--- src/rtl/zip_pkg.sv ---
// Shared types and defaults for the IQ compressor front end.
// Holds the arbiter state encoding and datapath geometry.
package zip_pkg;

    localparam int ZIP_WIDTH = 32;
    localparam int ZIP_GROUP = 4;

    typedef enum logic [1:0] {
        IDLE = 2'd0,
        PASS = 2'd1,
        PAD  = 2'd2
    } state_t;

endpackage

--- src/rtl/rr_arb2.sv ---
// Two-requester round-robin arbiter.
// Remembers the last served requester; tie goes to the other one.
module rr_arb2 (
    input  logic       clk,
    input  logic       reset,
    input  logic [1:0] req,
    input  logic       upd,
    input  logic       upd_chan,
    output logic       gnt,
    output logic       gnt_valid
);

    logic last_gnt;

    always_ff @(posedge clk) begin
        if (reset) begin
            last_gnt <= 1'b1;
        end else if (upd) begin
            last_gnt <= upd_chan;
        end
    end

    always_comb begin
        gnt       = 1'b0;
        gnt_valid = |req;
        unique case (req)
            2'b11:   gnt = ~last_gnt;
            2'b10:   gnt = 1'b1;
            default: gnt = 1'b0;
        endcase
    end

endmodule

--- src/rtl/zip_pkt_arbiter.sv ---
// Packet round-robin arbiter feeding the 4:1 IQ compressor.
// Pads short packet tails with zero beats up to a GROUP boundary.
module zip_pkt_arbiter
    import zip_pkg::*;
#(
    parameter int WIDTH = ZIP_WIDTH,
    parameter int GROUP = ZIP_GROUP
) (
    input  logic             clk,
    input  logic             reset,
    input  logic [WIDTH-1:0] s0_tdata,
    input  logic             s0_tlast,
    input  logic             s0_tvalid,
    output logic             s0_tready,
    input  logic [WIDTH-1:0] s1_tdata,
    input  logic             s1_tlast,
    input  logic             s1_tvalid,
    output logic             s1_tready,
    output logic [WIDTH-1:0] o_tdata,
    output logic             o_tlast,
    output logic             o_tvalid,
    input  logic             o_tready,
    output logic             o_chan,
    output logic             o_pad_pulse
);

    localparam int CW = $clog2(GROUP);
    localparam logic [CW-1:0] LAST = CW'(GROUP - 1);
    localparam logic [CW-1:0] ONE  = CW'(1);

    state_t          state, state_n;
    logic [CW-1:0]   beat_cnt;
    logic [CW-1:0]   pad_rem;
    logic            gnt, gnt_valid;
    logic            acc, done;
    logic            sel_valid, sel_last;
    logic [WIDTH-1:0] sel_data;

    assign sel_valid = o_chan ? s1_tvalid : s0_tvalid;
    assign sel_last  = o_chan ? s1_tlast  : s0_tlast;
    assign sel_data  = o_chan ? s1_tdata  : s0_tdata;
    assign acc       = o_tvalid & o_tready;

    // Packet fully forwarded: either aligned tlast or final pad beat.
    assign done = (state == PASS && acc && sel_last && beat_cnt == LAST)
               || (state == PAD && acc && pad_rem == ONE);

    rr_arb2 u_arb (
        .clk       (clk),
        .reset     (reset),
        .req       ({s1_tvalid, s0_tvalid}),
        .upd       (done),
        .upd_chan  (o_chan),
        .gnt       (gnt),
        .gnt_valid (gnt_valid)
    );

    always_ff @(posedge clk) begin
        if (reset) begin
            state <= IDLE;
        end else begin
            state <= state_n;
        end
    end

    always_ff @(posedge clk) begin
        if (reset) begin
            beat_cnt    <= '0;
            pad_rem     <= '0;
            o_chan      <= 1'b0;
            o_pad_pulse <= 1'b0;
        end else begin
            o_pad_pulse <= 1'b0;
            unique case (state)
                IDLE: begin
                    if (gnt_valid) begin
                        o_chan <= gnt;
                    end
                end
                PASS: begin
                    if (acc) begin
                        beat_cnt <= beat_cnt + ONE;
                        if (sel_last && beat_cnt != LAST) begin
                            pad_rem     <= LAST - beat_cnt;
                            o_pad_pulse <= 1'b1;
                        end
                    end
                end
                PAD: begin
                    if (acc) begin
                        pad_rem <= pad_rem - ONE;
                        if (pad_rem == ONE) begin
                            beat_cnt <= '0;
                        end
                    end
                end
                default: begin
                    beat_cnt <= '0;
                    pad_rem  <= '0;
                end
            endcase
        end
    end

    always_comb begin
        state_n = state;
        unique case (state)
            IDLE: begin
                if (gnt_valid) begin
                    state_n = PASS;
                end
            end
            PASS: begin
                if (acc && sel_last) begin
                    state_n = (beat_cnt == LAST) ? IDLE : PAD;
                end
            end
            PAD: begin
                if (acc && pad_rem == ONE) begin
                    state_n = IDLE;
                end
            end
            default: state_n = IDLE;
        endcase
    end

    always_comb begin
        o_tdata   = '0;
        o_tvalid  = 1'b0;
        o_tlast   = 1'b0;
        s0_tready = 1'b0;
        s1_tready = 1'b0;
        unique case (state)
            PASS: begin
                o_tvalid  = sel_valid;
                o_tdata   = sel_valid ? sel_data : '0;
                o_tlast   = sel_valid && sel_last && beat_cnt == LAST;
                s0_tready = !o_chan && o_tready;
                s1_tready = o_chan && o_tready;
            end
            PAD: begin
                o_tvalid = 1'b1;
                o_tlast  = (pad_rem == ONE);
            end
            default: begin
                o_tvalid = 1'b0;
            end
        endcase
    end

endmodule

--- config.mk ---
export PLATFORM = sky130hd
export DESIGN_NAME = zip_pkt_arbiter
export DESIGN_NICKNAME = d
export VERILOG_FILES = /design/src/rtl/zip_pkg.sv /design/src/rtl/rr_arb2.sv /design/src/rtl/zip_pkt_arbiter.sv
export SDC_FILE = /design/constraint.sdc
export NUM_CORES = 1
export LEC_CHECK = 0
export ABC_AREA = 0
export CAP_MARGIN = 5
export CORE_ASPECT_RATIO = 1.5
export CORE_MARGIN = 2
export CORE_UTILIZATION = 33
export CTS_BUF_LIST = sky130_fd_sc_hd__clkbuf_8 sky130_fd_sc_hd__clkbuf_16
export CTS_CLUSTER_DIAMETER = 80
export DETAILED_ROUTE_END_ITERATION = 10
export PLACE_DENSITY = 0.84
export SLEW_MARGIN = 25
export SYNTH_ARGS = -nofsm -noshare
export SYNTH_HDL_FRONTEND = slang
export SYNTH_SLANG_ARGS = --single-unit
--- constraint.sdc ---
create_clock -name clk -period 3.9 [get_ports clk]
set_clock_uncertainty 0.05 [all_clocks]
set_input_delay 0.78 -clock clk [delete_from_list [all_inputs] [get_ports clk]]
set_output_delay 0.78 -clock clk [all_outputs]
set_load 0.01 [all_outputs]
==> results.cfg, run 1 <==
[run_status]
status = finished clean

[sta]
worst_pin_slew_ns = 0.623
final_hold_viol_count = 0
setup_tns_ns = 0
slew_viol_final = 0
rsz0062_at_grt = false
report.final.setup_viol = 0
timing.slew.headroom_pct = 57.3
finalCritPeriodShare_pct = 88.1
fmax_ghz = 0.291
fin_crit_ns = 3.43

[worst_setup_path]
crit_path_start_kind = input port
crit_required_ns = 3.07
cp_max_fo = 5
endpoint_kind = output port
critPathKind = input port to output port
cp.arrival_ns = 2.60

[clock_tree]
cts_max_path_buffers = 2
postCtsSetupBuffers = 0
cts_buffers = 3
path_clk_slew_ns = 0.04
cts_hold_buffers = 0
root_buffer = clkbuf_8
cts_tree = built
htree_levels = 1
clock_latency_ns = 0.24
post_cts_resized = 0
cts.sinks = 9

[power_and_ir_drop]
seq_power_share_pct = 21.1
p_total_mw = 0.485
internal_power_mw = 0.324
pwr-share-comb_pct = 56.5
power.leakage_nw = 0.851
p_sw_share_pct = 33.3
peakVddDrop_mv = 0.199
clkPwrFrac_pct = 22.4
p_switching_mw = 0.161
power.density_nw_per_um2 = 210

[route]
drt_pre_antenna_iters = 4
viasPerCell = 4.92
num_vias = 1490
ant_nets = 0
wire_per_inst_um = 14.1
wl_um = 4290
drcViolationCount = 0
drt-initial-drc-count = 22

[place]
dpl.hpwl_um = 3520
gp_congestion = 0.810
port_buffers = 108

[final_layout]
fin_util_pct = 68.3
nNetsFinal = 339
areaGrowthSynthToFinish_pct = 98.9
drive_above_1_share_pct = 4.60
n_antenna_cell = 0

[logic_synthesis]
syn_nets = 234
syn_inst = 157
synth_seq_cells = 9
seq_area_frac_synth_pct = 15.5
ys_warn_count = 0
syn_area_um2 = 1160
synth.distinct_cells = 32
synth.avg_cell_area_um2 = 7.40

[run]
max-cap-violations = 0

[floorplan]
die_y_um = 76.7
start_util_pct = 34.4
core_area_um2 = 3380
rows = 26
dieArea_um2 = 4020
pin_count = 109
die_w_um = 52.5

[global_routing]
grt_usage_pct = 21.7
overflow = 0
grt_pass1_vias = 1473
grt_max_degree = 35
grt_pass1_wl_um = 6870
grt_antenna_before_repair = 0

[min_path]
hp-class = flip-flop to flip-flop
-- synthesized netlist by cell type, drive strengths merged --
cell type | n | area share [%]
a211oi | 4 | 2.6
and4 | 1 | 0.75
a21oi | 9 | 4.8
mux2 | 1 | 0.97
nor2 | 38 | 12
nor3 | 2 | 0.86
o21ai | 4 | 1.7
mux2i | 33 | 28
o31ai | 2 | 1.3
ha | 6 | 6.5
and2 | 2 | 1.1
nor2b | 2 | 1.1
and4b | 1 | 0.86
a21o | 1 | 0.65
nor3b | 1 | 0.65
inv | 7 | 2.3
o21a | 1 | 0.65
nand3 | 3 | 1.3
or2 | 2 | 1.1
dfxtp | 9 | 16
clkbuf | 1 | 0.32
nand2b | 3 | 1.6
and3 | 1 | 0.54
nand2 | 8 | 2.6
and3b | 1 | 0.75
buf | 9 | 3.6
a31o | 3 | 2.3
o41ai | 1 | 2.4
a32oi | 1 | 0.75
-- per-stage QoR --
stage	setup slack [ns]	instances	area [um2]	hold slack, ns
4_1_cts	0.451	303	2310	0.451
3_3_place_gp	0.478	299	2270	0.424
2_1_floorplan	1.46	157	1160	0.407
5_1_grt	0.376	303	2310	0.468
6_report	0.465	303	2310	0.442
3_5_place_dp	0.464	299	2270	0.443
-- critical path: stages --
cell	delay [ns]
clkdlybuf4s50_1	0.53
mux2_2	0.23
nand2_1	0.08
o31ai_1	0.28
and2_1	0.17
clkdlybuf4s50_1	0.53
-- power by group through the flow --
stage / Clock, mW / Sequential, mW / Combinational, mW
after detailed placement: 0 / 0.104 / 0.274
after floorplan: 0 / 0.102 / 0.133
after global routing: 0.115 / 0.103 / 0.299
final: 0.109 / 0.102 / 0.274
after global placement: 0 / 0.103 / 0.272
after CTS: 0.109 / 0.102 / 0.276
-- final timing paths --
kind	start	depth (start not counted)	slack [ns]	end
max	s0_tvalid	6	0.47	o_tlast
min	beat_cnt[1]	2	0.44	beat_cnt[1]
max reg2reg	state[0]	7	2.02	beat_cnt[0]
min reg2reg	beat_cnt[1]	2	0.44	beat_cnt[1]
-- routing by layer --
metal,GRT usage [%],share of wire (%)
met5,0,0
met4,8.21,2.8
met3,3.89,8.5
met2,39.5,52
met1,23.7,37
-- logic make-up (layout without fill, tap and decap cells) --
| logic type | Yosys count | count (layout) | share of synthesized area [%] |
|---|---|---|---|
| compound gates | 26 | 26 | 17.1 |
| fa+ha+maj | 6 | 6 | 6.46 |
| mux | 34 | 34 | 29.4 |
| flops | 9 | 9 | 15.5 |
| simple gates | 65 | 65 | 25.4 |
| buf+inv | 17 | 121 | 6.14 |
-- sequential cells by signal, indices dropped and copies added, names as in the netlist --
name,flops
beat_cnt,2
pad_rem,2
state,2
o_chan,1
o_pad_pulse,1
u_arb.last_gnt,1
-- layout make-up --
class / count / area [um2]
timing repair buffer: 110 / 1100
tap: 42 / 52.6
sequential: 9 / 181
inverter: 7 / 26.3
clock buffer: 3 / 41.3
clock inverter: 1 / 3.75
multi-input combinational: 131 / 911
fill: 281 / 1070
-- cells in the final DEF (no fill, tap or decap), drive strengths merged --
cell	count
a211oi	4
a21o	1
a21oi	9
a31o	3
a32oi	1
and2	2
and3	1
and3b	1
and4	1
and4b	1
buf	2
clkbuf	3
clkdlybuf4s50	108
dfxtp	9
ha	6
inv	8
mux2	1
mux2i	33
nand2	8
nand2b	3
nand3	3
nor2	38
nor2b	2
nor3	2
nor3b	1
o21a	1
o21ai	4
o31ai	2
o41ai	1
or2	2
No activity file was read; power rests on OpenSTA's default activity.
==> run 2: changes to the inputs <==
--- a/config.mk
+++ b/config.mk
@@ -13,7 +13,7 @@
 export CTS_BUF_LIST = sky130_fd_sc_hd__clkbuf_8 sky130_fd_sc_hd__clkbuf_16
 export CTS_CLUSTER_DIAMETER = 80
 export DETAILED_ROUTE_END_ITERATION = 10
-export PLACE_DENSITY = 0.84
+export PLACE_DENSITY = 0.87
 export SLEW_MARGIN = 25
 export SYNTH_ARGS = -nofsm -noshare
 export SYNTH_HDL_FRONTEND = slang
==> run 2 against run 1 <==
Combinational power is essentially flat. Clock-buffer cell count stayed put. Sequential cell count unchanged. Total power rose by 0.39%. First-iteration DRC count increased by 4.5%. Via count up 2.1%. Sequential share of layout area stayed put. Sequential power hardly changed. Core utilization is the same. Critical path depth is the same. Critical endpoint is now o_tdata[16]. Largest power group unchanged. Highest routed layer unchanged.
==> results.cfg, run 2 (synthesized netlist as in run 1, its figures left out) <==
[final_layout]
top_regs = beat_cnt: 2 flops, pad_rem: 2 flops, state: 2 flops
nNetsFinal = 339
fillers = 280
final_area_um2 = 2310
n_antenna_cell = 0
final_common_cell = clkdlybuf4s50_1
fin_util_pct = 68.3
drive_above_1_share_pct = 4.60
layout_common_cells = clkdlybuf4s50_1, nor2_1, mux2i_1
areaGrowthSynthToFinish_pct = 98.9

[sta]
report.final.setup_viol = 0
fin_crit_ns = 3.43
rsz0062_at_grt = false
final_hold_viol_count = 0
setup_tns_ns = 0
fmax_ghz = 0.292
slew_viol_final = 0
timing.slew.headroom_pct = 57.0
finalCritPeriodShare_pct = 88.0
worst_pin_slew_ns = 0.627

[power_and_ir_drop]
power.density_nw_per_um2 = 210
power.leakage_nw = 0.851
peakVddDrop_mv = 0.192
p_total_mw = 0.487

[clock_tree]
post_cts_resized = 0
cts_buffers = 3
cts_max_path_buffers = 2
postCtsSetupBuffers = 0
cts.sinks = 9
clock_latency_ns = 0.24
cts_tree = built
cts_hold_buffers = 0
path_clk_slew_ns = 0.04
htree_levels = 1
root_buffer = clkbuf_8

[worst_setup_path]
rrSetupSlack_ns = 1.97
endpoint_kind = output port
r2r_cells = 7
r2r_start = state[0]
critPathKind = input port to output port
cp.arrival_ns = 2.60
cp_max_fo = 31
crit_end = o_tdata[16]
timing.rr.end = beat_cnt[0]
startpoint = s0_tvalid
crit_required_ns = 3.07
crit_path_start_kind = input port

[global_routing]
grt_pass1_wl_um = 6860
overflow = 0
grt_antenna_before_repair = 0
grt_pass1_vias = 1472
grt_usage_pct = 21.9
grt_max_degree = 32

[place]
dpl.hpwl_um = 3620
port_buffers = 108
dpl-instance-area_um2 = 2270
gp_congestion = 0.866

[floorplan]
pin_count = 109
rows = 26
die_y_um = 76.7
core_area_um2 = 3380
die_w_um = 52.5
dieArea_um2 = 4020
start_util_pct = 34.4

[route]
wl_um = 4430
drcViolationCount = 0
drt_pre_antenna_iters = 4
viasPerCell = 5.02
num_vias = 1521
drt-initial-drc-count = 23
ant_nets = 0
wire_per_inst_um = 14.6

[run_status]
status = finished clean

[min_path]
hp-class = flip-flop to flip-flop

[run]
max-cap-violations = 0
-- run 2: cell counts in the layout (fill, tap and decap cells not counted) --
Identical to the previous run, type by type.
-- run 2: layer usage --
layer	track usage, %	routed length, um
met1	22.0	1530
met2	41.6	2380
met3	4.67	395
met4	7.44	122
met5	0	0
-- run 2: worst min-delay path by stage --
stage	from	endpoint	slack [ns]	cells past startpoint
after CTS	beat_cnt[1]	beat_cnt[1]	0.45	2
after floorplan	beat_cnt[1]	beat_cnt[1]	0.41	2
after global routing	beat_cnt[1]	beat_cnt[1]	0.46	2
after global placement	beat_cnt[1]	beat_cnt[1]	0.42	2
after detailed placement	beat_cnt[1]	beat_cnt[1]	0.43	2
final	beat_cnt[1]	beat_cnt[1]	0.44	2
-- run 2: cell type report --
class                   instances  area, um2  share of cell area, %
clock buffers                   3       41.3                   1.79
clock inverters                 1       3.75                  0.162
inverters                       7       26.3                   1.14
multi-input cells             131        911                   39.4
flip-flops and latches          9        181                   7.85
well taps                      42       52.6                   2.27
repair buffers                110       1100                   47.4
-- run 2: critical path, stage by stage --
cell and delay, ns:
clkdlybuf4s50_1 0.48, mux2_2 0.33, nand2_1 0.10, buf_4 0.30
nor2_1 0.09, clkdlybuf4s50_1 0.51
-- run 2: metrics by stage --
step / setup slack, ns / hold slack (ns) / std cells
2_1_floorplan: 1.46 / 0.407 / 157
3_3_place_gp: 0.507 / 0.424 / 299
4_1_cts: 0.467 / 0.448 / 303
6_report: 0.470 / 0.443 / 303
5_1_grt: 0.359 / 0.459 / 303
3_5_place_dp: 0.485 / 0.428 / 299
-- run 2: report_power, final --
| group | total [mW] | internal, mW | switching (mW) |
|---|---|---|---|
| clock | 0.110 | 0.0689 | 0.0415 |
| sequential | 0.104 | 0.0970 | 0.00664 |
| combinational | 0.273 | 0.158 | 0.115 |
